File: src/rtl/preset_timer.sv
// Phase countdown timer: loads a preset in seconds, decrements once per prescaled
// second, and pulses tick/expired; tens/ones give the BCD digits of the remaining count.
module preset_timer #(
  parameter int unsigned CLK_DIV = 50000000,
  parameter int unsigned CNT_W   = 6
) (
  input  logic             clk,
  input  logic             rst_n,
  input  logic             load,
  input  logic [CNT_W-1:0] preset,
  input  logic             pause,
  output logic [CNT_W-1:0] remaining,
  output logic [2:0]       tens,
  output logic [3:0]       ones,
  output logic             running,
  output logic             tick,
  output logic             expired
);

  // With CLK_DIV==1 the prescaler is a 1-bit register that never leaves 0.
  localparam int unsigned PW     = (CLK_DIV > 1) ? $clog2(CLK_DIV) : 1;
  localparam logic [PW-1:0] PS_TOP = PW'(CLK_DIV - 1);

  typedef enum logic {
    IDLE,
    RUN
  } state_t;

  state_t        state;
  logic [PW-1:0] prescaler;
  logic          sec_done;

  assign sec_done = (prescaler == PS_TOP);

  always_ff @(posedge clk or negedge rst_n) begin
    if (!rst_n) begin
      state     <= IDLE;
      prescaler <= '0;
      remaining <= '0;
      running   <= 1'b0;
      tick      <= 1'b0;
      expired   <= 1'b0;
    end else begin
      tick    <= 1'b0;
      expired <= 1'b0;
      if (load) begin
        // A load wins over both the pending tick and pause.
        prescaler <= '0;
        remaining <= preset;
        if (preset != '0) begin
          state   <= RUN;
          running <= 1'b1;
        end else begin
          state   <= IDLE;
          running <= 1'b0;
          expired <= 1'b1;
        end
      end else if (state == RUN && !pause) begin
        if (sec_done) begin
          prescaler <= '0;
          remaining <= remaining - CNT_W'(1);
          tick      <= 1'b1;
          if (remaining == CNT_W'(1)) begin
            state   <= IDLE;
            running <= 1'b0;
            expired <= 1'b1;
          end
        end else begin
          prescaler <= prescaler + PW'(1);
        end
      end
    end
  end

  always_comb begin
    tens = 3'(remaining / CNT_W'(10));
    ones = 4'(remaining % CNT_W'(10));
  end

endmodule

File: config.mk
export PLATFORM = sky130hd
export DESIGN_NAME = preset_timer
export DESIGN_NICKNAME = d
export VERILOG_FILES = /design/src/rtl/preset_timer.sv
export SDC_FILE = /design/constraint.sdc
export NUM_CORES = 1
export LEC_CHECK = 0
export ABC_AREA = 1
export BUFFER_PORTS_ARGS = -buffer_cell sky130_fd_sc_hd__buf_2
export CAP_MARGIN = 0
export CELL_PAD_IN_SITES_DETAIL_PLACEMENT = 0
export CELL_PAD_IN_SITES_GLOBAL_PLACEMENT = 1
export CORE_MARGIN = 2
export CORE_UTILIZATION = 38
export DETAILED_ROUTE_END_ITERATION = 7
export PLACE_DENSITY = 0.75
export SLEW_MARGIN = 0
export SYNTH_ARGS = -nofsm -noshare
export SYNTH_HDL_FRONTEND = slang
export SYNTH_SLANG_ARGS = --single-unit
File: constraint.sdc
create_clock -name clk -period 1.7 [get_ports clk]
set_clock_uncertainty 0.15 [all_clocks]
set_input_delay 0.085 -clock clk [delete_from_list [all_inputs] [get_ports clk]]
set_output_delay 0.085 -clock clk [all_outputs]
set_load 0.05 [all_outputs]
== After elaboration in Yosys (flattened, before gate mapping) ==
Index checks and enable logic that the tools add are counted.
Operators by class
  mux-type cells: 19
  div/mod/pow operators: 2
  equality and inequality tests: 2
  reductions and logical operators: 8
  $add $sub $neg: 2
Operators with widths (number)
  $mux 26: 3
  $add 26x1->26 const B: 1
  $eq 26x26->1 const B: 1
  $mux 6: 3
  $mux 1: 13
  $div 6x4->6 const B: 1
  $eq 6x1->1 const B: 1
  $mod 6x4->6 const B: 1
  $reduce_bool 2->1: 3
  $reduce_bool 6->1: 1
  $sub 6x1->6 const B: 1
  $reduce_and 3->1: 1
  $reduce_and 2->1: 1
  $logic_and 1x1->1: 1
  $logic_not 1->1: 1
Storage, ports and cells
  logic and storage cells: 38
  bits in registers: 35
  output and inout port bits: 16
  input bits: 10

== Depth between registers and ports, before layout ==
Gate-level depths: netlist of run 1.
  depth in word-level cells: 5
  gate-level depth with buffers: 11
  depth with buffers taken out: 11

== Worst setup path before layout of run 1 ==
OpenSTA, ideal clock, no wires.
  path kind: register to output
  from: register remaining[4]
  to: output ones[3]
  slack: -797 ps
  cell stages (with the launch flop): 11
  buffers on the path: 0
  data required time: 1465 ps
  arrival time: 2262 ps
  path through: dfrtp_1 nor2_2 nand2_1 inv_1 o21ai_2 nand2_1 nand2_1 nand2_1 nand2_1 nand2_1 nand2_1
On the way
  cells in the longest elaborated chain, start to end: 1
RTL lines
  start, declared: line 12  | output logic [CNT_W-1:0] remaining,
  start signal, assigned: line 49  | remaining <= preset;
  start signal, assigned: line 61  | remaining <= remaining - CNT_W'(1);
  $mod 6x4->6: line 77  | ones = 4'(remaining % CNT_W'(10));
  end, declared: line 14  | output logic [3:0] ones,
Every way passes these cells.

== Final worst setup path of run 1 ==
  from: register remaining[3]
  to: output ones[3]
Same word-level chain as after synthesis.

==> results.py, run 1 <==
metrics = {
    "yosys": {
        "synth.area.mux_share": 0,
        "synth-edff-count": 0,
        "synth_top_area_cell": "dfrtp_1",
        "avgSynthCellArea_um2": 6.709,
        "synthXorXnorAreaFrac": 0.05091,
        "ys_ff_latch": 35,
        "synthFlopType": "dfrtp_1",
        "synth_compound_area_frac": 0.04831,
        "synth_top_area_share": 0.3636,
        "synth-simple-area-share": 0.4140,
        "syn-cell-area_um2": 2409,
        "yosysMostFrequentCell": "nand2_1",
        "yosysWarningCount": 0,
        "synth_top_family_by_area": "simple AND/OR/NAND/NOR gates",
        "synthTopCellsByArea": "dfrtp_1 (36%), nand2_1 (18%), inv_1 (7.5%)",
        "ys_seq_area_frac": 0.3636,
        "syn_nets": 375,
        "synth-async-reset-ratio": 1.000,
        "synthAdderAreaFrac": 0.03117,
        "ys_types": 28,
        "netlist_instances": 359,
        "synth_common_cells": "nand2_1 (116), inv_1 (48), nor2_1 (46)",
    },
    "worst_setup_path": {
        "r2r_slack_ps": -70,
        "crit_type": "flop to output pin",
        "cp_top_family": "simple AND/OR/NAND/NOR gates",
        "critPathBufInv": 4,
        "end_kind": "output pin",
        "cp_slowest_stage_delay_ps": 450,
        "cpMaxStageDelayCell": "dfrtp_2",
        "worstRegToRegCells": 10,
        "critical_path_required_ps": 1460,
        "rr_startpoint": "remaining[3]$_DFFE_PN0P_",
        "cp.arrival_ps": 1900,
        "r2r_end": "remaining[5]$_DFFE_PN0P_",
        "cp.depth": 13,
        "crit_path_max_fanout": 5,
        "path_cells": "nor2_4, nand2_4, inv_4, o21ai_4, nand2_2, inv_2, ha_4, buf_4, nand2_1, nand2_1, nand2_2, nand2_4, buf_8",
        "cp-start-kind": "flop",
    },
    "floorplanning": {
        "die_w_um": 83.62,
        "design.core.area_um2": 6241,
        "dieArea_um2": 6991,
        "die_height_um": 83.62,
        "ios": 26,
        "start_util": 0.3859,
        "rows": 29,
    },
    "timing": {
        "tightest_slew_ps": 464.2,
        "period_share": 1.256,
        "maxSlewHeadroom": 0.6906,
        "fmax_mhz": 468.3,
        "finalHoldViolCount": 0,
        "rsz0062_at_grt": "true",
        "fin_ws_ps": -435.2,
        "period_needed_ps": 2135,
        "slew_viol_final": 0,
        "setup_viol": 21,
    },
    "routing": {
        "highest_layer": "met4",
        "drtPass1Iterations": 4,
        "routed-wl-met3_um": 142,
        "met2WireLength_um": 3759,
        "antenna_left": 0,
        "vias": 2749,
        "wirelength_um": 7625,
        "drc_errors": 0,
        "wl_met1_um": 3509,
        "drt-initial-drc-count": 119,
        "viasPerCell": 4.918,
        "routedWlPerCell_um": 13.64,
    },
    "min_path": {
        "worst_hold_path.endpoint": "expired$_DFF_PN0_",
        "hold_path.class": "primary input to flop",
        "hp-start": "pause",
        "hold_depth": 6,
    },
    "final_layout": {
        "fin_nets": 498,
        "final_area_um2": 4075,
        "area_delta_synth_final_pct": 69.19,
        "antenna_cells": 0,
        "final_core_util": 0.6530,
        "drive_gt1_frac": 0.4938,
    },
    "pwr": {
        "p_leak_nw": 1.901,
        "p_total_mw": 3.335,
        "peakVddDrop_uv": 1223,
        "power_density_nw_per_um2": 818.5,
    },
    "placed_design": {
        "postPlaceCellArea_um2": 3244,
        "finalWeightedCongestion": 0.8793,
        "place_hpwl_um": 5211,
        "post-place-ws_ps": -195.9,
        "portBuffers": 25,
    },
    "global_route": {
        "overflow": 0,
        "antenna_found_initial": 0,
        "grt_max_degree": 20,
        "grt_use_total": 0.2109,
        "grt_pass1_wl_um": 11900,
        "grt_pass1_vias": 2526,
    },
    "clocking": {
        "htree_levels": 2,
        "clock_sinks": 35,
        "path_clk_slew_ps": 80,
        "tritoncts": "done",
        "cts_buffers": 5,
        "clockRootBuffer": "clkbuf_8",
        "cts_buffer_depth": 2,
        "clk_latency_ps": 290,
    },
    "job": {
        "cap_violations": 0,
    },
    "outcome": {
        "status": "finished, violations left",
        "violations": "negative setup slack",
    },
}
state kept, by name, indices dropped and copies added, names as in the netlist:
signal and flops:
prescaler 26, remaining 6, expired 1, state 1, tick 1
cells by family after synthesis:
group | Yosys count
AND/OR/NAND/NOR | 227
flip-flops | 35
buffers and inverters | 55
XOR/XNOR | 14
adder cells (fa/ha/maj) | 6
AO/OA/AOI/OAI | 22
cells in the final DEF (no fill, tap or decap), types with 4 or more instances in the layout:
| master | netlist | layout |
|---|---|---|
| buf_2 | 0 | 19 |
| buf_4 | 2 | 77 |
| buf_6 | 1 | 9 |
| clkbuf_8 | 0 | 6 |
| dfrtp_1 | 35 | 27 |
| dfrtp_2 | 0 | 8 |
| dlygate4sd3_1 | 0 | 8 |
| inv_1 | 48 | 38 |
| inv_2 | 2 | 10 |
| nand2_1 | 116 | 80 |
| nand2_2 | 2 | 23 |
| nand2_4 | 1 | 14 |
| nand3_1 | 25 | 21 |
| nand4_1 | 14 | 14 |
| nor2_1 | 46 | 20 |
| nor2_2 | 4 | 14 |
| nor2_4 | 2 | 18 |
| nor3_1 | 9 | 5 |
| nor3_2 | 1 | 4 |
| o21ai_0 | 14 | 9 |
| xor2_1 | 12 | 8 |
| xor2_2 | 0 | 4 |
worst reg2reg max path, cell delays in order (launching register included):
cell     delay (ps)
dfrtp_2         450
nor2_4          150
buf_4           130
buf_6            80
buf_4           110
nand4_1          90
or2_4           260
nand3_1          80
o21ai_2          60
nand2_1          60
nand2_1          50
per-layer routing:
metal  track usage  vias up
met5             0        -
met4       0.07771        0
met3       0.02374       19
met2        0.3498       38
met1        0.2836     1316
li1              -     1376
through the flow:
stage          cells  hold WS [ps]  TNS, ps
2_1_floorplan    359        -360.6   -373.7
3_3_place_gp     527        -89.65    -1054
3_5_place_dp     527        -85.58    -1022
4_1_cts          548         133.0    -1356
5_1_grt          559         200.7    -3914
6_report         559         168.1    -1655
where the power goes:
group          switching (mW)  internal (mW)  total (mW)
sequential             0.0502          0.877       0.927
clock                   0.325          0.319       0.644
combinational            1.05          0.719        1.76
worst max path at each step:
| stage | from | to | slack (ps) |
|---|---|---|---|
| after detailed placement | remaining[3]$_DFFE_PN0P_ | ones[3] | -200 |
| after global routing | remaining[3]$_DFFE_PN0P_ | ones[3] | -580 |
| after CTS | remaining[4]$_DFFE_PN0P_ | ones[3] | -380 |
| after floorplan | remaining[3]$_DFFE_PN0P_ | ones[3] | -140 |
| after global placement | remaining[3]$_DFFE_PN0P_ | ones[3] | -150 |
| final | remaining[3]$_DFFE_PN0P_ | ones[3] | -440 |
area by class of cell:
class / count / area (µm²)
clock buffer: 6 / 82.58
clock inverter: 1 / 5.005
fill: 532 / 2166
inverter: 50 / 192.7
multi-input combinational: 269 / 1803
sequential: 35 / 885.9
tap: 77 / 96.34
timing repair buffer: 121 / 1010
what timing repair did:
action | in CTS | in global routing
endpoints found under the hold margin | 41 | 0
gates resized for setup | 30 | 113
setup buffers | 7 | 9
gates cloned | 0 | 2
hold buffers | 8 | 0
pin swaps | 5 | 42
setup endpoints to repair | 22 | 34
Note: power is estimated with default switching activity, not from simulation.
==> run 2, diff against run 1 <==
- clock period: 1.7 -> 1.8 ns (I/O delays scaled with it)
==> run 2 against run 1 <==
The run still ends with negative setup slack left. Largest cell class unchanged. Count of clock-buffer cells in the layout up 2. Total power down 7.7%. Worst setup slack improved by 120 ps. Non-clock buffer count shrank 36.
==> results.py, run 2 (synthesis results as in run 1) <==
metrics = {
    "clocking": {
        "tritoncts": "done",
        "clockRootBuffer": "clkbuf_8",
        "cts_buffers": 5,
        "clock_sinks": 35,
        "clk_latency_ps": 290,
        "htree_levels": 2,
        "cts_buffer_depth": 2,
        "path_clk_slew_ps": 80,
    },
    "worst_setup_path": {
        "crit_path_max_fanout": 5,
        "critPathLaunch": "remaining[3]$_DFFE_PN0P_",
        "cp.arrival_ps": 1880,
        "rr_startpoint": "prescaler[0]$_DFFE_PN0N_",
        "r2r_slack_ps": 100,
        "r2r_end": "prescaler[20]$_DFFE_PN0N_",
        "critical_path_required_ps": 1560,
        "crit_type": "flop to output pin",
        "worstRegToRegCells": 9,
        "cp-endpoint": "ones[3]",
        "cp-start-kind": "flop",
        "end_kind": "output pin",
    },
    "final_layout": {
        "layout_commonest_cell": "nand2_1",
        "reg.largest.list": "prescaler: 26 flops, remaining: 6 flops",
        "mostFrequentLayoutCells": "nand2_1 (101), buf_4 (50), inv_1 (41)",
        "fin_nets": 462,
        "area_delta_synth_final_pct": 44.05,
        "largest_reg_flops": 26,
        "regMostFlops": "prescaler",
        "antenna_cells": 0,
        "drive_gt1_frac": 0.3333,
        "final_core_util": 0.5559,
    },
    "timing": {
        "finalHoldViolCount": 0,
        "tightest_slew_ps": 703.5,
        "maxSlewHeadroom": 0.5310,
        "period_needed_ps": 2115,
        "fmax_mhz": 472.7,
        "rsz0062_at_grt": "true",
        "slew_viol_final": 0,
        "setup_viol": 5,
        "period_share": 1.175,
        "fin_ws_ps": -315.4,
        "fin_setup_tns_ps": -1060,
    },
    "floorplanning": {
        "design.core.area_um2": 6241,
        "rows": 29,
        "die_w_um": 83.62,
        "ios": 26,
        "die_height_um": 83.62,
        "dieArea_um2": 6991,
        "start_util": 0.3859,
    },
    "global_route": {
        "antenna_found_initial": 0,
        "overflow": 0,
        "grt_pass1_vias": 2460,
        "grt_use_total": 0.2006,
        "grt_max_degree": 30,
        "grt_pass1_wl_um": 11410,
    },
    "routing": {
        "antenna_left": 0,
        "wirelength_um": 6784,
        "drt-initial-drc-count": 158,
        "drtPass1Iterations": 4,
        "routedWlPerCell_um": 12.95,
        "drc_errors": 0,
        "viasPerCell": 4.784,
        "vias": 2507,
    },
    "pwr": {
        "p_leak_nw": 1.605,
        "power_density_nw_per_um2": 886.9,
        "peakVddDrop_uv": 1346,
    },
    "min_path": {
        "hold_path.class": "primary input to flop",
    },
    "placed_design": {
        "finalWeightedCongestion": 0.9196,
        "portBuffers": 25,
        "post-place-ws_ps": -179.7,
        "place_hpwl_um": 5079,
    },
    "job": {
        "cap_violations": 0,
    },
    "outcome": {
        "violations": "negative setup slack",
        "status": "finished, violations left",
    },
}
[run 2: cell types whose count changed in the layout (fill, tap and decap cells not counted), moves of 6 or more]
cell / previous run / this run
buf_4: 77 / 50
nand2_1: 80 / 101
nor2_1: 20 / 40
nand2_2: 23 / 8
nor2_2: 14 / 4
nor2_4: 18 / 8
nand2_4: 14 / 8
[run 2: timing repair]
| item | CTS | global route |
|---|---|---|
| resized for setup | 28 | 32 |
| buffers inserted | 7 | 4 |
| pin swaps | 5 | 6 |
| endpoints found under the setup margin | 6 | 28 |
| hold endpoints to repair | 32 | 0 |
| hold buffers | 8 | 0 |
[run 2: per-stage QoR]
stage	instance area, µm²	hold WS [ps]	cells	power, mW
floorplan	2500	-355.6	359	1.809
global placement	3045	33.09	502	2.141
detailed placement	3045	31.28	502	2.157
CTS	3369	0.06153	525	3.073
global route	3470	63.64	524	3.258
finish	3470	6.604	524	3.077
[run 2: power breakdown]
part	switching, mW	internal [mW]
logic	0.939	0.611
registers	0.0504	0.831
clock network	0.297	0.350
total	1.29	1.79
[run 2: worst min-delay path by stage]
stage	start	end	slack, ps	depth (start not counted)
floorplan	rst_n	expired$_DFF_PN0_	-360	0
global placement	rst_n	prescaler[23]$_DFFE_PN0N_	30	1
detailed placement	rst_n	prescaler[23]$_DFFE_PN0N_	30	1
CTS	preset[4]	remaining[4]$_DFFE_PN0P_	0.06	5
global route	preset[4]	remaining[4]$_DFFE_PN0P_	60	5
finish	preset[4]	remaining[4]$_DFFE_PN0P_	7	5
[run 2: final cells by class]
type | count | area, µm²
Timing Repair Buffer | 85 | 660.6
Clock buffer | 8 | 100.1
Sequential cell | 35 | 889.6
Fill cell | 639 | 2771
Inverter | 50 | 191.4
Multi-Input combinational cell | 269 | 1531
Tap cell | 77 | 96.34
[run 2: critical path, stage by stage, from the launching register on]
cell and delay (ps):
dfrtp_4 510, nor2_4 130, nand2_4 70, inv_2 60, o21ai_2 70, nand2_2 80, inv_2 40, ha_4 140
nand3b_1 150, nand2_1 70, nand2_2 60, nand2_4 60, buf_8 140
[run 2: layer usage]
| metal | GRT usage | wire length (µm) | vias up |
|---|---|---|---|
| li1 | - | - | 1304 |
| met3 | 0.03462 | 209 | 6 |
| met4 | 0.04839 | 80 | 0 |
| met2 | 0.3382 | 3368 | 40 |
| met1 | 0.2685 | 3126 | 1157 |
| met5 | 0 | 0 | - |
